===== src/rtl/serial_subtractor_pkg.sv =====
// Shared definitions for the bit-serial subtractor.
// State encoding and default operand width.
package serial_subtractor_pkg;

  localparam int DEFAULT_WIDTH = 8;

  typedef enum logic [1:0] {
    IDLE  = 2'd0,
    SHIFT = 2'd1,
    DONE  = 2'd2
  } state_t;

endpackage


===== src/rtl/serial_subtractor_bit.sv =====
// One-bit subtractor cell: diff = x - y - bi.
// Subtract-direction counterpart of the full-adder cell.
module full_subtractor_bit (
  input  logic x,
  input  logic y,
  input  logic bi,
  output logic diff,
  output logic bo
);

  assign diff = x ^ y ^ bi;
  assign bo   = (~x & y) | (~(x ^ y) & bi);

endmodule


===== src/rtl/serial_subtractor.sv =====
// Bit-serial LSB-first subtractor: d = a - b - bin over WIDTH cycles.
// A single subtractor cell is reused each cycle with a registered borrow.
module serial_subtractor
  import serial_subtractor_pkg::*;
#(
  parameter int WIDTH = DEFAULT_WIDTH
) (
  input  logic             clk,
  input  logic             rst_n,
  input  logic             start,
  input  logic [WIDTH-1:0] a,
  input  logic [WIDTH-1:0] b,
  input  logic             bin,
  output logic             busy,
  output logic             done,
  output logic [WIDTH-1:0] d,
  output logic             bout,
  output logic             ovf
);

  localparam int CW = $clog2(WIDTH) + 1;

  state_t           state;
  logic [WIDTH-1:0] opa;
  logic [WIDTH-1:0] opb;
  logic [WIDTH-1:0] res;
  logic             br;
  logic [CW-1:0]    cnt;
  logic             a_msb;
  logic             b_msb;
  logic             dbit;
  logic             bnext;
  logic [WIDTH-1:0] res_next;

  full_subtractor_bit u_cell (
    .x    (opa[0]),
    .y    (opb[0]),
    .bi   (br),
    .diff (dbit),
    .bo   (bnext)
  );

  assign res_next = {dbit, res[WIDTH-1:1]};

  always_ff @(posedge clk or negedge rst_n) begin
    if (!rst_n) begin
      state <= IDLE;
      opa   <= '0;
      opb   <= '0;
      res   <= '0;
      br    <= 1'b0;
      cnt   <= '0;
      a_msb <= 1'b0;
      b_msb <= 1'b0;
      busy  <= 1'b0;
      done  <= 1'b0;
      d     <= '0;
      bout  <= 1'b0;
      ovf   <= 1'b0;
    end else begin
      done <= 1'b0;
      unique case (state)
        IDLE: begin
          if (start) begin
            opa   <= a;
            opb   <= b;
            a_msb <= a[WIDTH-1];
            b_msb <= b[WIDTH-1];
            br    <= bin;
            cnt   <= '0;
            busy  <= 1'b1;
            state <= SHIFT;
          end
        end
        SHIFT: begin
          opa <= opa >> 1;
          opb <= opb >> 1;
          res <= res_next;
          br  <= bnext;
          cnt <= cnt + 1'b1;
          // Final bit: publish result, borrow and overflow together
          if (cnt == CW'(WIDTH - 1)) begin
            d     <= res_next;
            bout  <= bnext;
            ovf   <= (a_msb != b_msb) && (dbit != a_msb);
            done  <= 1'b1;
            state <= DONE;
          end
        end
        DONE: begin
          busy  <= 1'b0;
          state <= IDLE;
        end
        default: state <= IDLE;
      endcase
    end
  end

endmodule


===== config.mk =====
export PLATFORM = sky130hd
export DESIGN_NAME = serial_subtractor
export DESIGN_NICKNAME = d
export VERILOG_FILES = /design/src/rtl/serial_subtractor_pkg.sv /design/src/rtl/serial_subtractor_bit.sv /design/src/rtl/serial_subtractor.sv
export SDC_FILE = /design/constraint.sdc
export NUM_CORES = 1
export LEC_CHECK = 0
export BUFFER_PORTS_ARGS = -buffer_cell sky130_fd_sc_hd__buf_2
export CAP_MARGIN = 0
export CORE_ASPECT_RATIO = 1.4
export CORE_MARGIN = 5
export CORE_UTILIZATION = 55
export DETAILED_ROUTE_END_ITERATION = 8
export GPL_TIMING_DRIVEN = 0
export PLACE_DENSITY = 0.82
export SETUP_SLACK_MARGIN = 0.15
export SYNTH_ARGS = -nofsm -noshare
export SYNTH_HDL_FRONTEND = slang
export SYNTH_SLANG_ARGS = --single-unit

===== constraint.sdc =====
create_clock -name clk -period 2 [get_ports clk]
set_input_delay 0 -clock clk [delete_from_list [all_inputs] [get_ports clk]]
set_output_delay 0 -clock clk [all_outputs]
set_load 0.02 [all_outputs]

==> reports/metrics.yaml, run 1 <==
status: "finished, final reports clean"
avgSynthCellArea_um2: 10.8
switchingPower_mw: 1.39
drtAntennaViolNets: 0
grt_pass1_wl_mm: 6.83
overflow: 0
r2r_slack_ns: 0.38
dieWidth_um: 61.2
cp.depth: 5
final_nets: 257
r2r_cells: 5
cpLargestDelayFamily: "adder cells"
min_period_ns: 1.62
crit_path_end_kind: "flop"
synth-seq-cells: 44
rsz0062_at_grt: "false"
setup-violations-final: 0
comb_power_share: 0.406
timing.rr.start: "opb[0]"
ys_seq_area_frac: 0.545
via_per_inst: 5.62
max_stage_delay_ns: 0.62
grt_pass1_vias: 1535
vdd_drop_max_mv: 0.914
r2r-end: "ovf"
antenna_cells: 0
criticalPathCategory: "flop to flop"
synth_edf_count: 0
final.setup.worst_slack_ns: 0.379
rows: 26
synth_area_um2: 2020
yosys_warnings: 0
min_from: "a[2]"
drive_above_1_share: 0.254
syn_inst: 187
gp_congestion: 0.819
hold_viol: 0
io_pins: 32
drc: 0
cp-start-kind: "flop"
min_path_type: "input port to flop"
crit_path_max_fanout: 4
seq_power_share: 0.415
fin_tns_setup_ns: 0
fin_cells: 278
vias: 1563
path_clk_slew_ns: 0.08
portBuffers: 31
p_clk_frac: 0.179
slew_headroom: 0.374
power_density_nw_per_um2: 1520
clk_latency_ns: 0.30
synth_nets: 209
p_total_mw: 3.71
drt_iter0_markers: 51
switching_share: 0.375
cellLeakagePower_nw: 1.16
cts_buffer_depth: 2
cap_violations: 0
die_area_um2: 5010
routed_wl_mm: 4.04
synth_flop_cell: "dfrtp_1"
cts_tree: "done"
clock-sinks: 44
core_um2: 3610
max_freq_ghz: 0.617
dpl.cell_count: 260
grtUsageTotal: 0.183
post-cts-setup-buffers: 0
hold_depth: 3
fill_cells: 289
cts_root_buffer: "clkbuf_8"
skew_ns: 0.00593
required_ns: 2.19
yosys.cell_types.count: 28
period_share: 0.811
area_growth_pct: 20.5
worstMarginPinSlew_ns: 0.940
path_cells: "inv_1 > fa_1 > nand2b_1 > o21ai_0 > mux2_4"
die_h_um: 81.7
arrival_ns: 1.81
async_flop_share: 1.00
cts-htree-levels: 2
slowest_stage: "fa_1"
crit_buf_inv: 1
grt_max_degree: 45
hpwl_mm: 2.79
firstDrtPassIters: 4
intPower_mw: 2.32
holdPathEnd: "opa[2]"
post_drt_wl_per_cell_um: 14.5
report.final.slew_viol_count: 0
antenna_found_initial: 0
initial_core_util: 0.560
cts_made_buffers: 5
dp_slack_ns: 0.383
[power by group through the flow]
stage / registers, mW / logic (mW) / clock network, mW
2_1_floorplan: 1.62 / 1.01 / 0
3_3_place_gp: 1.54 / 1.44 / 0
3_5_place_dp: 1.56 / 1.50 / 0
4_1_cts: 1.54 / 1.53 / 0.683
5_1_grt: 1.60 / 1.69 / 0.715
6_report: 1.54 / 1.50 / 0.664
[state kept, by name (all words and copies together), names as in the netlist, 2 cells and up]
| name | cells |
|---|---|
| d | 8 |
| opa | 8 |
| opb | 8 |
| res | 7 |
| cnt | 4 |
| state | 2 |
[Yosys cell counts, drive strengths merged (2+ instances only)]
cell	number	area, um2
a21oi	18	90.1
a22oi	14	105
a2bb2oi	3	26.3
and2b	3	22.5
buf	9	57.6
clkbuf	3	11.3
dfrtp	44	1100
inv	4	15.0
mux2	11	154
mux2i	2	20.0
nand2	27	101
nand2b	2	20.0
nand3	2	10.0
nor2	2	7.51
nor2b	14	87.6
nor3	2	21.3
o21ai	20	100
[repair_timing]
action,4_1_cts,5_1_grt
hold buffers,10,0
gates resized for setup,0,0
endpoints found under the setup margin,0,0
hold endpoints to repair,53,0
[area by class of cell]
class | instances | area, um2 | area share
Sequential cell | 44 | 1100 | 0.452
Multi-Input combinational cell | 127 | 837 | 0.343
Timing Repair Buffer | 41 | 255 | 0.105
Clock buffer | 6 | 72.6 | 0.0298
Buffer | 12 | 68.8 | 0.0282
Tap cell | 42 | 52.6 | 0.0216
Clock inverter | 2 | 35.0 | 0.0144
Inverter | 4 | 15.0 | 0.00616
[worst reg2reg max path: stages (launching register included)]
cell and delay [ns]:
dfrtp_1 0.37, inv_1 0.09, fa_1 0.62, nand2b_1 0.12
o21ai_0 0.06, mux2_4 0.26
[per-layer routing]
layer  wire (um)  share of wire  vias up  track usage
li1            -              -      748            -
met1        1710           0.42      766        0.228
met2        2040           0.50       42        0.300
met3         220          0.054        7       0.0456
met4          71          0.018        0       0.0738
met5           0              0        -            0
[cells in the final DEF, fill, tap and decap left out, types with 2 or more instances in the layout]
cell type,n
a21oi_1,18
o21ai_0,20
and2b_1,3
clkbuf_8,5
dfrtp_1,44
a22oi_1,14
mux2_2,3
a2bb2oi_1,3
clkbuf_1,4
dlygate4sd3_1,10
mux2i_1,2
buf_6,2
nand2_1,27
nand3_1,2
inv_1,4
buf_2,38
nor2b_1,14
nor2_1,2
mux2_4,8
[how the worst max path moves through the flow]
stage,start,endpoint
6_report,opb[0],ovf
5_1_grt,opb[0],ovf
4_1_cts,opb[0],ovf
3_5_place_dp,opb[0],ovf
3_3_place_gp,opb[0],ovf
2_1_floorplan,opb[0],ovf
[kinds of logic (layout without fill, tap and decap cells)]
family | after synthesis | in the layout | share of synthesized area
simple gates | 54 | 54 | 0.140
buf+inv | 16 | 65 | 0.0415
fa+ha+maj | 2 | 2 | 0.0161
compound gates | 58 | 58 | 0.171
flops | 44 | 44 | 0.545
mux | 13 | 13 | 0.0860
[per-stage QoR]
| stage | cell area, um2 | util | hold WS (ns) |
|---|---|---|---|
| global route | 2440 | 0.675 | 0.0219 |
| CTS | 2440 | 0.675 | 0.000756 |
| floorplan | 2020 | - | -0.296 |
| global placement | 2230 | 0.617 | 0.204 |
| detailed placement | 2230 | 0.617 | 0.200 |
| finish | 2440 | 0.675 | 0.00263 |
No activity file was read; power rests on OpenSTA's default activity.
==> run 2, diff against run 1 <==
==> constraint.sdc (replaced) <==
create_clock -name clk -period 1.55 [get_ports clk]
set_input_delay 0 -clock clk [delete_from_list [all_inputs] [get_ports clk]]
set_output_delay 0 -clock clk [all_outputs]
set_load 0.02 [all_outputs]
==> reports/metrics.yaml, run 2 (synthesized netlist as in run 1, its figures left out) <==
final_nets: 270  # +5.1%
min_from: "b[2]"
routed_wl_mm: 4.47  # +11%
core_um2: 3610  # unchanged
required_ns: 1.74  # -0.45 ns
final_area_um2: 2580  # +5.7%
slew_headroom: 0.365  # -0.00846
grtUsageTotal: 0.194  # +0.0105
arrival_ns: 1.76  # -0.05 ns
intPower_mw: 3.13  # +35%
setup-violations-final: 1  # +1
skew_ns: 0.00222  # -0.00370 ns
overflow: 0  # unchanged
p_clk_frac: 0.144  # -0.035
status: "finished, violations left"
antenna_found_initial: 0  # unchanged
dp_slack_ns: -0.0389  # -0.421 ns
crit_path_end_kind: "flop"
placed_cell_area_um2: 2230  # unchanged
area_growth_pct: 27.5
cts_buffer_depth: 2  # unchanged
grt_pass1_vias: 1614  # +5.1%
dieWidth_um: 61.2  # unchanged
cts_made_buffers: 5  # unchanged
final.setup.worst_slack_ns: -0.0282  # -0.407 ns
vdd_drop_max_mv: 1.23  # +34%
path_clk_slew_ns: 0.08  # about the same
cellLeakagePower_nw: 1.24  # +7.4%
via_per_inst: 5.44  # -3.2%
timing.rr.start: "br"
gp_congestion: 0.765  # -6.6%
cap_violations: 0  # unchanged
cp-start-kind: "flop"
holdWs_ns: 0.00180  # -0.000835 ns
final_cell_mix: "dfrtp_1 (43), buf_2 (36), nand2_1 (26)"
violations: "setup timing"
worstMarginPinSlew_ns: 0.952  # +0.0127 ns
post_drt_wl_per_cell_um: 15.4  # +5.7%
cp-startpoint: "br"
cts_tree: "done"
seq_power_share: 0.401  # -0.014
hpwl_mm: 2.81  # +0.71%
rsz0062_at_grt: "true"
comb_power_share: 0.455  # +0.049
crit_path_max_fanout: 3  # -1
initial_core_util: 0.560  # unchanged
criticalPathCategory: "flop to flop"
drt_iter0_markers: 48  # -5.9%
cts-htree-levels: 2  # unchanged
drive_above_1_share: 0.333  # +0.0791
cts_root_buffer: "clkbuf_8"
layout_commonest_cell: "dfrtp_1"
rows: 26  # unchanged
min_period_ns: 1.58  # -0.0432 ns
io_pins: 32  # unchanged
switchingPower_mw: 1.94  # +39%
firstDrtPassIters: 4  # unchanged
die_area_um2: 5010  # unchanged
vias: 1584  # +1.3%
r2r_slack_ns: -0.03  # -0.41 ns
die_h_um: 81.7  # unchanged
fin_tns_setup_ns: -0.0282  # -0.0282 ns
clock-sinks: 44  # unchanged
hold_viol: 0  # unchanged
grt_pass1_wl_mm: 7.14  # +4.5%
drc: 0  # unchanged
grt_max_degree: 45  # unchanged
antenna_cells: 0  # unchanged
clk_latency_ns: 0.29  # about the same
fill_cells: 271  # -6.2%
period_share: 1.02  # +0.207
reg.largest.list: "d: 8 flops, opa: 8 flops, opb: 8 flops"
switching_share: 0.383  # +0.00773
min_path_type: "input port to flop"
report.final.slew_viol_count: 0  # unchanged
power_density_nw_per_um2: 1970  # +29%
drtAntennaViolNets: 0  # unchanged
portBuffers: 31  # unchanged
max_freq_ghz: 0.634  # +2.7%
-- run 2: cell count changes in the layout (fill, tap and decap cells not counted), moves of 2 or more --
cell,previous run,this run
inv_1,4,2
inv_2,0,2
clkbuf_1,4,2
buf_4,0,12
buf_6,2,4
buf_2,38,36
-- run 2: path summary, 6_finish.rpt --
check / endpoint / cells after the start
worst max-delay path: ovf / 5
worst min-delay path: opb[2] / 3
worst max register to register: ovf / 5
worst min register to register: res[1] / 2
max in group asynchronous: state[1] / 2
min in group asynchronous: d[4] / 2
-- run 2: routing by layer --
| layer | vias to the layer above | GRT usage | routed length (um) |
|---|---|---|---|
| met3 | 7 | 0.0503 | 199 |
| met1 | 776 | 0.237 | 1830 |
| met5 | - | 0 | 0 |
| met4 | 0 | 0.0694 | 69 |
| li1 | 768 | - | - |
| met2 | 33 | 0.324 | 2370 |
-- run 2: area by class of cell --
cell class                 count  area, um2  area share
buffer                        12       75.1      0.0291
tap                           42       52.6      0.0204
multi-input combinational    127        872       0.338
clock buffer                   6       82.6      0.0320
clock inverter                 2       10.0     0.00388
inverter                       4       15.0     0.00583
timing repair buffer          54        368       0.143
sequential                    44       1100       0.428
-- run 2: worst max-delay path: stages (launching register included) --
cell and delay, ns:
dfrtp_1 0.37, inv_2 0.06, fa_1 0.60, nand2b_4 0.15, o21ai_2 0.05, mux2_4 0.25
-- run 2: what timing repair did --
action	4_1_cts	5_1_grt
hold buffers	10	0
endpoints found under the hold margin	53	0
endpoints found under the setup margin	9	24
setup buffers	10	3
pin swaps	3	2
resized for setup	10	9
-- run 2: stage by stage --
stage / util / instances / power, mW
global placement: 0.617 / 260 / 3.87
global route: 0.714 / 291 / 5.44
detailed placement: 0.617 / 260 / 3.96
floorplan: - / 187 / 3.40
finish: 0.714 / 291 / 5.07
CTS: 0.701 / 288 / 4.95
-- run 2: power groups by stage --
stage | clock network, mW | registers (mW) | logic [mW]
finish | 0.732 | 2.03 | 2.31
global route | 0.804 | 2.10 | 2.54
CTS | 0.744 | 2.01 | 2.19
detailed placement | 0 | 2.02 | 1.95
global placement | 0 | 2.00 | 1.88
floorplan | 0 | 2.09 | 1.30
